### src/rtl/data_axi_bridge_pkg.sv
// Shared types and AXI constants for the data-side SRAM-like to AXI4 bridge.
package data_axi_bridge_pkg;

  // Bridge FSM encoding. Kept as plain constants so older tools and
  // waveform viewers see stable numeric values.
  typedef logic [2:0] bridge_state_t;

  localparam bridge_state_t ST_IDLE    = 3'd0;
  localparam bridge_state_t ST_RD_ADDR = 3'd1;
  localparam bridge_state_t ST_RD_DATA = 3'd2;
  localparam bridge_state_t ST_WR_REQ  = 3'd3;
  localparam bridge_state_t ST_WR_RESP = 3'd4;

  // Only single-beat INCR transfers are ever issued.
  localparam logic [1:0] AXI_BURST_INCR = 2'b01;
  localparam logic [7:0] AXI_LEN_SINGLE = 8'd0;

  // Convert the 2-bit request size (0 byte, 1 half, 2 word) to AXSIZE.
  function automatic logic [2:0] axi_size(input logic [1:0] req_size);
    return {1'b0, req_size};
  endfunction

endpackage

### src/rtl/data_axi_bridge_wr_pair.sv
// Tracks independent completion of the AW and W handshakes of one store.
// AW and W are offered together; each valid drops only after its own
// handshake, and done_o reports both complete, including same-cycle ones.
module axi_wr_pair
  import data_axi_bridge_pkg::*;
(
  input  logic clk,
  input  logic rst,
  input  logic clear_i,    // a new store is being accepted
  input  logic active_i,   // bridge is in the write-request phase
  input  logic awready_i,
  input  logic wready_i,
  output logic awvalid_o,
  output logic wvalid_o,
  output logic done_o
);

  logic aw_done_q, aw_done_d;
  logic w_done_q, w_done_d;
  logic aw_hs, w_hs;

  assign awvalid_o = active_i && !aw_done_q;
  assign wvalid_o  = active_i && !w_done_q;
  assign aw_hs     = awvalid_o && awready_i;
  assign w_hs      = wvalid_o && wready_i;
  assign done_o    = active_i && (aw_done_q || aw_hs) && (w_done_q || w_hs);

  // Next-state for the two done flags: clear on a new store, set on handshake.
  always_comb begin
    aw_done_d = aw_done_q;
    w_done_d  = w_done_q;
    if (clear_i) begin
      aw_done_d = 1'b0;
      w_done_d  = 1'b0;
    end else begin
      if (aw_hs) aw_done_d = 1'b1;
      if (w_hs)  w_done_d  = 1'b1;
    end
  end

  // Done-flag registers.
  always_ff @(posedge clk or posedge rst) begin
    if (rst) begin
      aw_done_q <= 1'b0;
      w_done_q  <= 1'b0;
    end else begin
      aw_done_q <= aw_done_d;
      w_done_q  <= w_done_d;
    end
  end

endmodule

### src/rtl/data_axi_bridge.sv
// Data-side bridge: SRAM-like req/addr_ok/data_ok port to a single-beat AXI4
// master. Exactly one transaction is outstanding, so loads and stores leave
// in program order. All AXI outputs derive from state and latched fields.
//
// Handshake semantics: an AXI channel transfers on a cycle where valid and
// ready are both high; a valid, once raised, holds with stable payload until
// that cycle. On the request side, addr_ok is the acceptance strobe for req
// and data_ok pulses once per accepted request with no back-pressure.
module data_axi_bridge
  import data_axi_bridge_pkg::*;
#(
  parameter logic [3:0] RD_ID = 4'd0,
  parameter logic [3:0] WR_ID = 4'd1
) (
  input  logic        clk,
  input  logic        reset,
  input  logic        req,
  input  logic        we,
  input  logic [1:0]  size,
  input  logic [3:0]  wstrb,
  input  logic [31:0] addr,
  input  logic [31:0] wdata,
  output logic        addr_ok,
  output logic        data_ok,
  output logic [31:0] rdata,
  output logic [3:0]  arid,
  output logic [31:0] araddr,
  output logic [7:0]  arlen,
  output logic [2:0]  arsize,
  output logic [1:0]  arburst,
  output logic        arvalid,
  input  logic        arready,
  input  logic [3:0]  rid,
  input  logic [31:0] rdata_axi,
  input  logic [1:0]  rresp,
  input  logic        rlast,
  input  logic        rvalid,
  output logic        rready,
  output logic [3:0]  awid,
  output logic [31:0] awaddr,
  output logic [7:0]  awlen,
  output logic [2:0]  awsize,
  output logic [1:0]  awburst,
  output logic        awvalid,
  input  logic        awready,
  output logic [3:0]  wid,
  output logic [31:0] wdata_axi,
  output logic [3:0]  wstrb_axi,
  output logic        wlast,
  output logic        wvalid,
  input  logic        wready,
  input  logic [3:0]  bid,
  input  logic [1:0]  bresp,
  input  logic        bvalid,
  output logic        bready
);

  bridge_state_t state_q, state_d;
  logic [31:0]   addr_q, addr_d;
  logic [31:0]   wdata_q, wdata_d;
  logic [3:0]    wstrb_q, wstrb_d;
  logic [1:0]    size_q, size_d;

  logic in_idle, in_rd_addr, in_rd_data, in_wr_req, in_wr_resp;
  logic accept, wr_clear, wr_done;

  // Response ID/status fields are not used: no error path exists.
  logic unused_resp;
  assign unused_resp = ^{rid, rresp, rlast, bid, bresp};

  assign in_idle    = (state_q == ST_IDLE);
  assign in_rd_addr = (state_q == ST_RD_ADDR);
  assign in_rd_data = (state_q == ST_RD_DATA);
  assign in_wr_req  = (state_q == ST_WR_REQ);
  assign in_wr_resp = (state_q == ST_WR_RESP);

  // A request is only taken in IDLE; holding req elsewhere does nothing.
  assign accept   = in_idle && req && !reset;
  assign wr_clear = accept && we;
  assign addr_ok  = accept;

  axi_wr_pair u_wr_pair (
    .clk       (clk),
    .rst       (reset),
    .clear_i   (wr_clear),
    .active_i  (in_wr_req),
    .awready_i (awready),
    .wready_i  (wready),
    .awvalid_o (awvalid),
    .wvalid_o  (wvalid),
    .done_o    (wr_done)
  );

  // Read address / data channel.
  assign arid    = RD_ID;
  assign araddr  = addr_q;
  assign arlen   = AXI_LEN_SINGLE;
  assign arsize  = axi_size(size_q);
  assign arburst = AXI_BURST_INCR;
  assign arvalid = in_rd_addr;
  assign rready  = in_rd_data;

  // Write address / data / response channel.
  assign awid      = WR_ID;
  assign awaddr    = addr_q;
  assign awlen     = AXI_LEN_SINGLE;
  assign awsize    = axi_size(size_q);
  assign awburst   = AXI_BURST_INCR;
  assign wid       = WR_ID;
  assign wdata_axi = wdata_q;
  assign wstrb_axi = wstrb_q;
  assign wlast     = 1'b1;
  assign bready    = in_wr_resp;

  // Completion is signalled in the same cycle as the R or B handshake.
  assign data_ok = (in_rd_data && rvalid) || (in_wr_resp && bvalid);
  assign rdata   = (in_rd_data && rvalid) ? rdata_axi : 32'd0;

  // FSM next-state and request-field latching.
  always_comb begin
    state_d = state_q;
    addr_d  = addr_q;
    wdata_d = wdata_q;
    wstrb_d = wstrb_q;
    size_d  = size_q;
    case (state_q)
      ST_IDLE: begin
        if (req) begin
          addr_d  = addr;
          wdata_d = wdata;
          wstrb_d = wstrb;
          size_d  = size;
          state_d = we ? ST_WR_REQ : ST_RD_ADDR;
        end
      end
      ST_RD_ADDR: if (arready) state_d = ST_RD_DATA;
      ST_RD_DATA: if (rvalid)  state_d = ST_IDLE;
      ST_WR_REQ:  if (wr_done) state_d = ST_WR_RESP;
      ST_WR_RESP: if (bvalid)  state_d = ST_IDLE;
      default:    state_d = ST_IDLE;
    endcase
  end

  // State and latched request registers.
  always_ff @(posedge clk or posedge reset) begin
    if (reset) begin
      state_q <= ST_IDLE;
      addr_q  <= 32'd0;
      wdata_q <= 32'd0;
      wstrb_q <= 4'd0;
      size_q  <= 2'd0;
    end else begin
      state_q <= state_d;
      addr_q  <= addr_d;
      wdata_q <= wdata_d;
      wstrb_q <= wstrb_d;
      size_q  <= size_d;
    end
  end

endmodule
### config.mk
export PLATFORM = sky130hd
export DESIGN_NAME = data_axi_bridge
export DESIGN_NICKNAME = d
export VERILOG_FILES = /design/src/rtl/data_axi_bridge_pkg.sv /design/src/rtl/data_axi_bridge_wr_pair.sv /design/src/rtl/data_axi_bridge.sv
export SDC_FILE = /design/constraint.sdc
export NUM_CORES = 1
export LEC_CHECK = 0
export CAP_MARGIN = 25
export CELL_PAD_IN_SITES_DETAIL_PLACEMENT = 1
export CELL_PAD_IN_SITES_GLOBAL_PLACEMENT = 2
export CORE_AREA = 2 2 147 149
export DETAILED_ROUTE_END_ITERATION = 8
export DIE_AREA = 0 0 149 151
export GPL_TIMING_DRIVEN = 0
export PLACE_DENSITY = 0.89
export SLEW_MARGIN = 10
export SYNTH_ARGS = -nofsm -noshare
export SYNTH_HDL_FRONTEND = slang
export SYNTH_HIERARCHICAL = 1
export SYNTH_SLANG_ARGS = --single-unit
### constraint.sdc
create_clock -name clk -period 2.7 [get_ports clk]
set_clock_uncertainty 0.15 [all_clocks]
set_input_delay 0.54 -clock clk [delete_from_list [all_inputs] [get_ports clk]]
set_output_delay 0.54 -clock clk [all_outputs]
set_load 0.01 [all_outputs]
==> metrics, run 1 <==
H-tree lvl count=3; DRC Markers=0; final core utilization=34.1%; Post-synth top cells=dfrtp_1, buf_4, mux2_2; CTS tree=built; crit path time final=2640 ps; top_reg_cell synth=dfrtp_1; Remaining Overflow, GRT=0; initial antenna violation count=0; drt pass-1 iters=4; row cnt=53; max_cap viols=0; vias in the first global route=3290; worst-path cell chain=clkdlybuf4s50_1 > nand2b_4 > nor2_4 > buf_4 > clkbuf_8 > and2_1 > dlygate4sd2_1; relative slew slack=51.7%; via count=~3100; Die Footprint=about 22000 um^2; # hold bufs at CTS=0; DRT iter0 DRCs=29; Inserted Clock Buffers=9; Non-Filler Instances=873; placed cell area=6730 um^2; pwr dens=about 1100 nW/um^2; final wirelength=11.9 mm; area grow syn2layout=92.1%; Ys Warns=6; PortBufs=253; root buf cell=clkbuf_16; # setup viols final=0; CP max FO=10; Mapped Avg Cell Area=12.6 um^2; design area=7100 um^2; CTS Sinks=between 70 and 80; dpl hpwl=9.74 mm; most frequent cell after synthesis=dfrtp_1; Top delay family on crit path=buffers and inverters; top cells by area, synth=dfrtp_1, mux2_2, buf_4; CTS Buffer Depth=2; Nets=718; routability congestion estimate=0.718; vias per inst=between 3 and 4; Gate Count Post-Synth=293; fmax=roughly 380 MHz; CP bufs+invs=4; Worst Setup Path Type=in2out; Clk pin slew, worst setup/hold paths=around 60 ps; Top Ports=302; Detail Route Antenna Nets=0; layout cell share with drive strength beyond 1=slightly below 30%; diodes inserted=0; routed length per instance=13.6 um; Synth cell types=27; global-route wire length before repair=17.7 mm; Die Wd=149 um; Synth async-reset ratio=100%; number of enable flip-flop cells after synthesis=0; final hold vios=0; slowest CP cell=clkdlybuf4s50_1; largest net degree at the start of global routing=54; Hold Slack=between 300 and 400 ps; top-area cell type share of the netlist area=50.8%; RSZ-0062 raised after global routing=no; Least-Margin Pin Slew=722 ps; Final Max Tran Viols=0; Final Cycle Share=97.6%; worst path required time=between 2000 and 2500 ps; slowest cell delay on critical path=510 ps; Die H=approximately 150 um; startpoint types=input pin; Total GRT Usage=10.5%; Initial Util=between 15 and 20%; core footprint=20800 um^2; Worst EP arrival=1950 ps; sequential cell area fraction in the yosys report=50.8%; Yosys reg bits=75; CP Capture Type=output pin; Worst Hold Class=reg2reg; clock latency on the worst-skew pair=330 ps; cell taking the most area after synthesis=dfrtp_1; status=finished clean; synthesized cell area=approximately 3700 um^2; leak pwr=3.19 nW; Cells after DPL=~860; worst vdd ir=0.259 mV
## cell families after synthesis
kind of cell	synth area share [%]
other	0.203
AO/OA/AOI/OAI	1.73
flip-flops	50.8
multiplexers	21.3
buffers and inverters	17.1
AND/OR/NAND/NOR	8.84
## per-stage QoR
| step | power [mW] | worst slack [ps] | setup TNS [ps] |
|---|---|---|---|
| after global placement | 6.17 | -1450 | -117540 |
| after CTS | 7.61 | -42.1 | -42.1 |
| final | 7.52 | 64.2 | 0 |
| after global routing | 8.00 | 1.51 | 0 |
| after detailed placement | 6.26 | -473 | -12290 |
| after floorplan | 3.94 | 157 | 0 |
## layout by cell type (no fill, tap or decap), types with 2 or more instances in the layout
cell type	n
dlygate4sd2_1	28
clkdlybuf4s50_1	218
mux2_2	64
clkbuf_2	4
nor2_1	3
buf_6	7
clkbuf_8	4
dfrtp_1	74
buf_4	72
dlymetal6s2s_1	2
a21oi_1	4
inv_1	3
mux2_1	6
clkbuf_16	9
bufinv_16	2
conb_1	35
nor2_4	2
and2_1	33
a21o_1	2
nand2_1	2
nand2b_4	3
inv_6	2
## where the power goes
part           switching, mW  total (mW)  internal, mW
registers              0.376        2.08          1.70
clock network          0.473        1.31         0.836
logic                   1.47        4.13          2.66
total                   2.32        7.52          5.20
## flip-flops by register name, summed over array words and instances (netlist names)
name	count
u_wr_pair/aw_done_q	1
u_wr_pair/w_done_q	1
size_q	2
araddr	32
wdata_axi	32
state_q	3
wstrb_axi	4
## per-layer routing
metal  GRT usage, %  share of wire (%)  vias to the layer above
met1           10.2                 36                     1459
met5              0                  0                        -
met4           3.57                1.2                        0
met2           19.4                 51                      203
li1               -                  -                     1470
met3           5.06                 12                        9
## repair_timing
action                                  in CTS  in global routing
endpoints found under the setup margin      36                 19
cloned                                       0                  0
gates resized for setup                     47                 17
pin swaps                                    1                  1
setup buffers                                2                  1
## path summary, 6_finish.rpt
check | start | to | slack (ps) | depth (start not counted)
setup / recovery | rvalid | rdata[5] | 60 | 7
hold / removal | wstrb_axi[3] | wstrb_axi[3] | 340 | 1
setup reg to reg | state_q[0] | wdata_axi[7] | 560 | 5
hold reg to reg | wstrb_axi[3] | wstrb_axi[3] | 340 | 1
max in group asynchronous | reset | araddr[7] | 1310 | 3
min in group asynchronous | reset | u_wr_pair/w_done_q | 400 | 2
## cell type report
cell class	instances	area (um^2)
multi-input combinational	166	1360
sequential	75	1880
clock buffer	10	239
fill	2340	13700
timing repair buffer	257	2530
buffer	81	651
tap	275	344
inverter	4	17.5
clock inverter	5	85.1
Power figures use the tool's default switching activity.
==> run 2: changes to the inputs <==
Settings changed: SETUP_SLACK_MARGIN set to 0.15.
==> run 2 against run 1 <==
Compared with the run above: sequential share of layout area is the same; largest power group unchanged; sequential power is essentially flat; setup slack gained 220 ps.
==> metrics, run 2 (same netlist as run 1, synthesis figures left out) <==
leak pwr=3.17 nW (-0.81%); worst reg2reg path endpoint=wdata_axi[7]; CTS Buffer Depth=2 (unchanged); diodes inserted=0 (unchanged); worst-path cell chain=buf_4 > nand2b_4 > nor2_4 > buf_6 > clkbuf_8 > and2_1 > clkdlybuf4s15_2; sequential power share=27.5% (about the same); dpl hpwl=9.74 mm (unchanged); Least-Margin Pin Slew=722 ps (-0.813 ps); clock network fraction of design power=17.4% (about the same); r2r worst-path depth=5 (unchanged); Final Cycle Share=89.5% (-8.1 points); CP Capture Type=output pin; # setup viols final=0 (unchanged); DRC Markers=0 (unchanged); pwr dens=1060 nW/um^2 (+0.33%); CTS Sinks=75 (unchanged); Remaining Overflow, GRT=0 (unchanged); global-route wire length before repair=17.9 mm (+0.74%); vias in the first global route=3308 (+0.55%); worst vdd ir=0.257 mV (-0.59%); drt pass-1 iters=4 (unchanged); PortBufs=253 (unchanged); Die H=151 um (unchanged); DP Worst Slack=-473 ps (unchanged); row cnt=53 (unchanged); commonest non-fill, non-tap cells in the layout=clkdlybuf4s50_1, buf_4, dfrtp_1; CTS tree=built; Nets=722 (+0.56%); core footprint=20800 um^2 (unchanged); largest net degree at the start of global routing=54 (unchanged); most common cell after layout, fill and taps aside=clkdlybuf4s50_1; Top delay family on crit path=buffers and inverters; routed length per instance=13.6 um (about the same); Total GRT Usage=10.6% (+0.077 points); Clk pin slew, worst setup/hold paths=60 ps (about the same); startpoint types=flop; hold worst-path end=wstrb_axi[3]; root buf cell=clkbuf_16; Sw Pwr=2.33 mW (+0.39%); area grow syn2layout=92.1% (unchanged); RR Startpoint=state_q[0]; Setup WS post-layout=284 ps (+220 ps); Top Ports=302 (unchanged); Die Wd=149 um (unchanged); relative slew slack=51.7% (+0.054 points); CP bufs+invs=4 (unchanged); Pint=5.22 mW (+0.30%); status=finished clean; hold-critical path depth=1 (unchanged); Non-Filler Instances=877 (+0.46%); layout cell share with drive strength beyond 1=33.1% (+3.5 points); max_cap viols=0 (unchanged); final wirelength=11.9 mm (+0.46%); worst path required time=2010 ps (about the same); routability congestion estimate=0.718 (unchanged); Comb power frac=55.1% (+0.2 points); crit path time final=2420 ps (-220 ps); RSZ-0062 raised after global routing=no; final hold vios=0 (unchanged); # hold bufs at CTS=0 (unchanged); Die Footprint=22500 um^2 (unchanged); initial antenna violation count=0 (unchanged); switching part of the total power=30.8% (about the same); Cells after DPL=855 (unchanged); Worst EP arrival=1730 ps (-220 ps); slowest cell delay on critical path=360 ps (-150 ps); H-tree lvl count=3 (unchanged); min-delay src=wstrb_axi[3]; DRT iter0 DRCs=32 (+10%); slowest CP cell=dfrtp_1; Worst Hold Class=reg2reg; Worst Setup Path Type=reg2out; fmax=414 MHz (+9.1%); Initial Util=17.8% (unchanged); CP max FO=10 (unchanged); Detail Route Antenna Nets=0 (unchanged); r2r setup slk=570 ps (about the same); via count=3156 (+0.48%); clock latency on the worst-skew pair=330 ps (about the same); Inserted Clock Buffers=9 (unchanged); Final Max Tran Viols=0 (unchanged); vias per inst=3.60 (about the same)
==> run 2: cell count changes in the layout (fill, tap and decap cells not counted), sizes merged <==
cell | previous run | this run
buf | 81 | 103
clkbuf | 18 | 13
clkdlybuf4s15 | 1 | 4
clkdlybuf4s50 | 218 | 216
dlygate4sd2 | 28 | 15
dlymetal6s2s | 2 | 1
==> run 2: cell type report <==
class                           instances  area [um^2]
Inverter                                4         17.5
Clock buffer                           10          239
Clock inverter                          5         85.1
Fill cell                            2341        13700
Tap cell                              275          344
Buffer                                 81          653
Sequential cell                        75         1880
Timing Repair Buffer                  261         2520
Multi-Input combinational cell        166         1360
==> run 2: repair_timing <==
item                                    4_1_cts  5_1_grt
gates cloned                                  0        0
setup buffers                                 4        3
endpoints found under the setup margin       37       34
pin swaps                                     2        1
resized for setup                           112       10
==> run 2: power groups by stage <==
stage / clock [mW] / sequential [mW] / combinational [mW]
floorplan: 0 / 2.29 / 1.65
global placement: 0 / 2.08 / 4.09
detailed placement: 0 / 2.11 / 4.15
CTS: 1.36 / 2.09 / 4.19
global route: 1.41 / 2.17 / 4.45
finish: 1.31 / 2.08 / 4.16
==> run 2: how the worst max path moves through the flow <==
| stage | slack [ps] | to | cells after the start | startpoint |
|---|---|---|---|---|
| 3_5_place_dp | -470 | rdata[12] | 6 | rvalid |
| 3_3_place_gp | -1450 | araddr[14] | 2 | reset |
| 2_1_floorplan | 160 | araddr[0] | 1 | reset |
| 5_1_grt | 160 | rdata[7] | 7 | state_q[0] |
| 6_report | 280 | rdata[10] | 7 | state_q[0] |
| 4_1_cts | 140 | rdata[2] | 7 | rvalid |
==> run 2: per-layer routing <==
metal	up-vias	track usage (%)	part of all wire (%)
met2	203	19.6	51
met5	-	0	0
met3	9	5.00	12
li1	1478	-	-
met4	0	3.57	1.2
met1	1466	10.3	36
==> run 2: through the flow <==
stage                     setup TNS [ps]  power, mW  hold slack, ps  util (%)  area [um^2]
final                                  0       7.54             336      34.1         7100
after global routing                   0       8.03             368      34.1         7100
after CTS                              0       7.64             342      33.9         7070
after detailed placement          -12290       6.26             328      32.3         6730
after global placement           -117540       6.17             318      32.2         6700
after floorplan                        0       3.94             131         -         3820
==> run 2: worst register-to-register path: stages (launching register included) <==
cell and delay (ps):
dfrtp_1 360, buf_4 160, nand2b_4 170, nor3_4 560, buf_6 260, mux2_2 350
==> run 3: changes to the inputs <==
Settings changed: SKIP_CTS_REPAIR_TIMING set to 1.
==> run 3 against run 2 <==
Compared with the run above: combinational power barely moved; cell area rose by 1.6%; non-clock buffer count fell by 5; sequential share of layout area fell by 0.41 points; critical path depth fell by 1; global-route usage fell by 0.10 points; power fell by 0.11%; register-to-register slack barely moved; critical path type is now in2out; critical endpoint is now rdata[12].
==> metrics, run 3 (same netlist as run 1, synthesis figures left out) <==
# fillers=2326 (-0.64%); final wirelength=11.8 mm (-0.86%); Worst Setup Path Type=in2out; DRC Markers=0 (unchanged); met1 usage=10.2% (-0.15 points); leak pwr=3.62 nW (+14%); Remaining Overflow, GRT=0 (unchanged); routability congestion estimate=0.718 (unchanged); Die Wd=149 um (unchanged); Total GRT Usage=10.5% (-0.10 points); DRT iter0 DRCs=28 (-13%); worst path required time=2010 ps (about the same); Inserted Clock Buffers=9 (unchanged); min-delay src=wstrb_axi[3]; worst vdd ir=0.259 mV (+0.61%); setup TNS=0 ps (unchanged); Worst Hold Class=reg2reg; initial antenna violation count=0 (unchanged); dpl hpwl=9.74 mm (unchanged); Detail Route Antenna Nets=0 (unchanged); Die Footprint=22500 um^2 (unchanged); max_cap viols=0 (unchanged); Non-Filler Instances=872 (-0.57%); via count=3132 (-0.76%); CTS Buffer Depth=2 (unchanged); RR Startpoint=state_q[0]; row cnt=53 (unchanged); H-tree lvl count=3 (unchanged); largest net degree at the start of global routing=54 (unchanged); root buf cell=clkbuf_16; area grow syn2layout=95.2%; Final Total Pwr=7.53 mW (-0.11%); global-route wire length before repair=17.7 mm (-1.0%); M2 GR Usage=19.3% (-0.23 points); Critical Path Source=rvalid; GR peak layer=met2; Final Cycle Share=90.5% (+1.0 points); startpoint types=input pin; Top Ports=302 (unchanged); relative slew slack=51.7% (-0.059 points); CP max FO=10 (unchanged); commonest non-fill, non-tap cells in the layout=clkdlybuf4s50_1, dfrtp_1, buf_4; diodes inserted=0 (unchanged); drt pass-1 iters=4 (unchanged); vias in the first global route=3279 (-0.88%); crit path time final=2440 ps (+26.9 ps); # setup viols final=0 (unchanged); CP Capture Type=output pin; Cells after DPL=855 (unchanged); fmax=409 MHz (-1.1%); CTS tree=built; Nets=717 (-0.69%); Final Max Tran Viols=0 (unchanged); Worst EP arrival=1750 ps (+20 ps); core footprint=20800 um^2 (unchanged); Die H=151 um (unchanged); routed length per instance=13.6 um (-0.30%); pwr dens=1040 nW/um^2 (-1.7%); Least-Margin Pin Slew=723 ps (+0.875 ps); vias per inst=3.59 (-0.19%); final hold vios=0 (unchanged); layout cell share with drive strength beyond 1=29.0% (-4.1 points); clock latency on the worst-skew pair=330 ps (about the same); most common cell after layout, fill and taps aside=clkdlybuf4s50_1; PortBufs=253 (unchanged); M3 GR Usage=5.06% (+0.060 points); Initial Util=17.8% (unchanged); status=finished clean; CTS Sinks=75 (unchanged); Clk pin slew, worst setup/hold paths=60 ps (about the same); RSZ-0062 raised after global routing=no
-- run 3: cell count changes in the layout (fill, tap and decap cells not counted), sizes merged --
cell / before / now
clkdlybuf4s50: 216 / 217
dlygate4sd2: 15 / 0
buf: 103 / 83
clkdlybuf4s15: 4 / 0
clkbuf: 13 / 12
dlymetal6s2s: 1 / 35
-- run 3: area by class of cell --
class | instances | area [um^2] | share of cell area [%]
Clock inverter | 5 | 85.1 | 1.18
Timing Repair Buffer | 256 | 2660 | 36.8
Multi-Input combinational cell | 166 | 1350 | 18.8
Inverter | 4 | 17.5 | 0.243
Tap cell | 275 | 344 | 4.77
Sequential cell | 75 | 1880 | 26.0
Clock buffer | 10 | 239 | 3.31
Buffer | 81 | 639 | 8.86
-- run 3: power breakdown --
part	internal (mW)	total, mW	switching, mW
combinational	2.68	4.15	1.46
clock	0.836	1.31	0.474
sequential	1.70	2.08	0.376
-- run 3: path summary, 6_finish.rpt --
path | end | slack, ps | cells past startpoint
worst max-delay path | rdata[12] | 260 | 6
worst min-delay path | wstrb_axi[3] | 340 | 1
worst max register to register | wdata_axi[7] | 560 | 5
worst min register to register | wstrb_axi[3] | 340 | 1
max in group asynchronous | araddr[7] | 1310 | 3
min in group asynchronous | u_wr_pair/w_done_q | 390 | 2
-- run 3: layer usage --
metal	wire [um]	part of all wire, %
met1	4150	35
met5	0	0
met2	6060	51
met3	1470	12
met4	142	1.2
-- run 3: per-stage QoR --
| stage | utilization [%] | setup slack [ps] | hold slack, ps | cell area [um^2] |
|---|---|---|---|---|
| finish | 34.6 | 257 | 336 | 7210 |
| floorplan | - | 157 | 131 | 3820 |
| CTS | 33.9 | -475 | 338 | 7050 |
| detailed placement | 32.3 | -473 | 328 | 6730 |
| global route | 34.6 | 160 | 368 | 7210 |
| global placement | 32.2 | -1450 | 318 | 6700 |
-- run 3: critical path, cell delays in order --
cell and delay, ps:
clkdlybuf4s50_1 460, nand2b_1 100, nor2_4 150, buf_4 170, and2_1 130, dlymetal6s2s_1 190
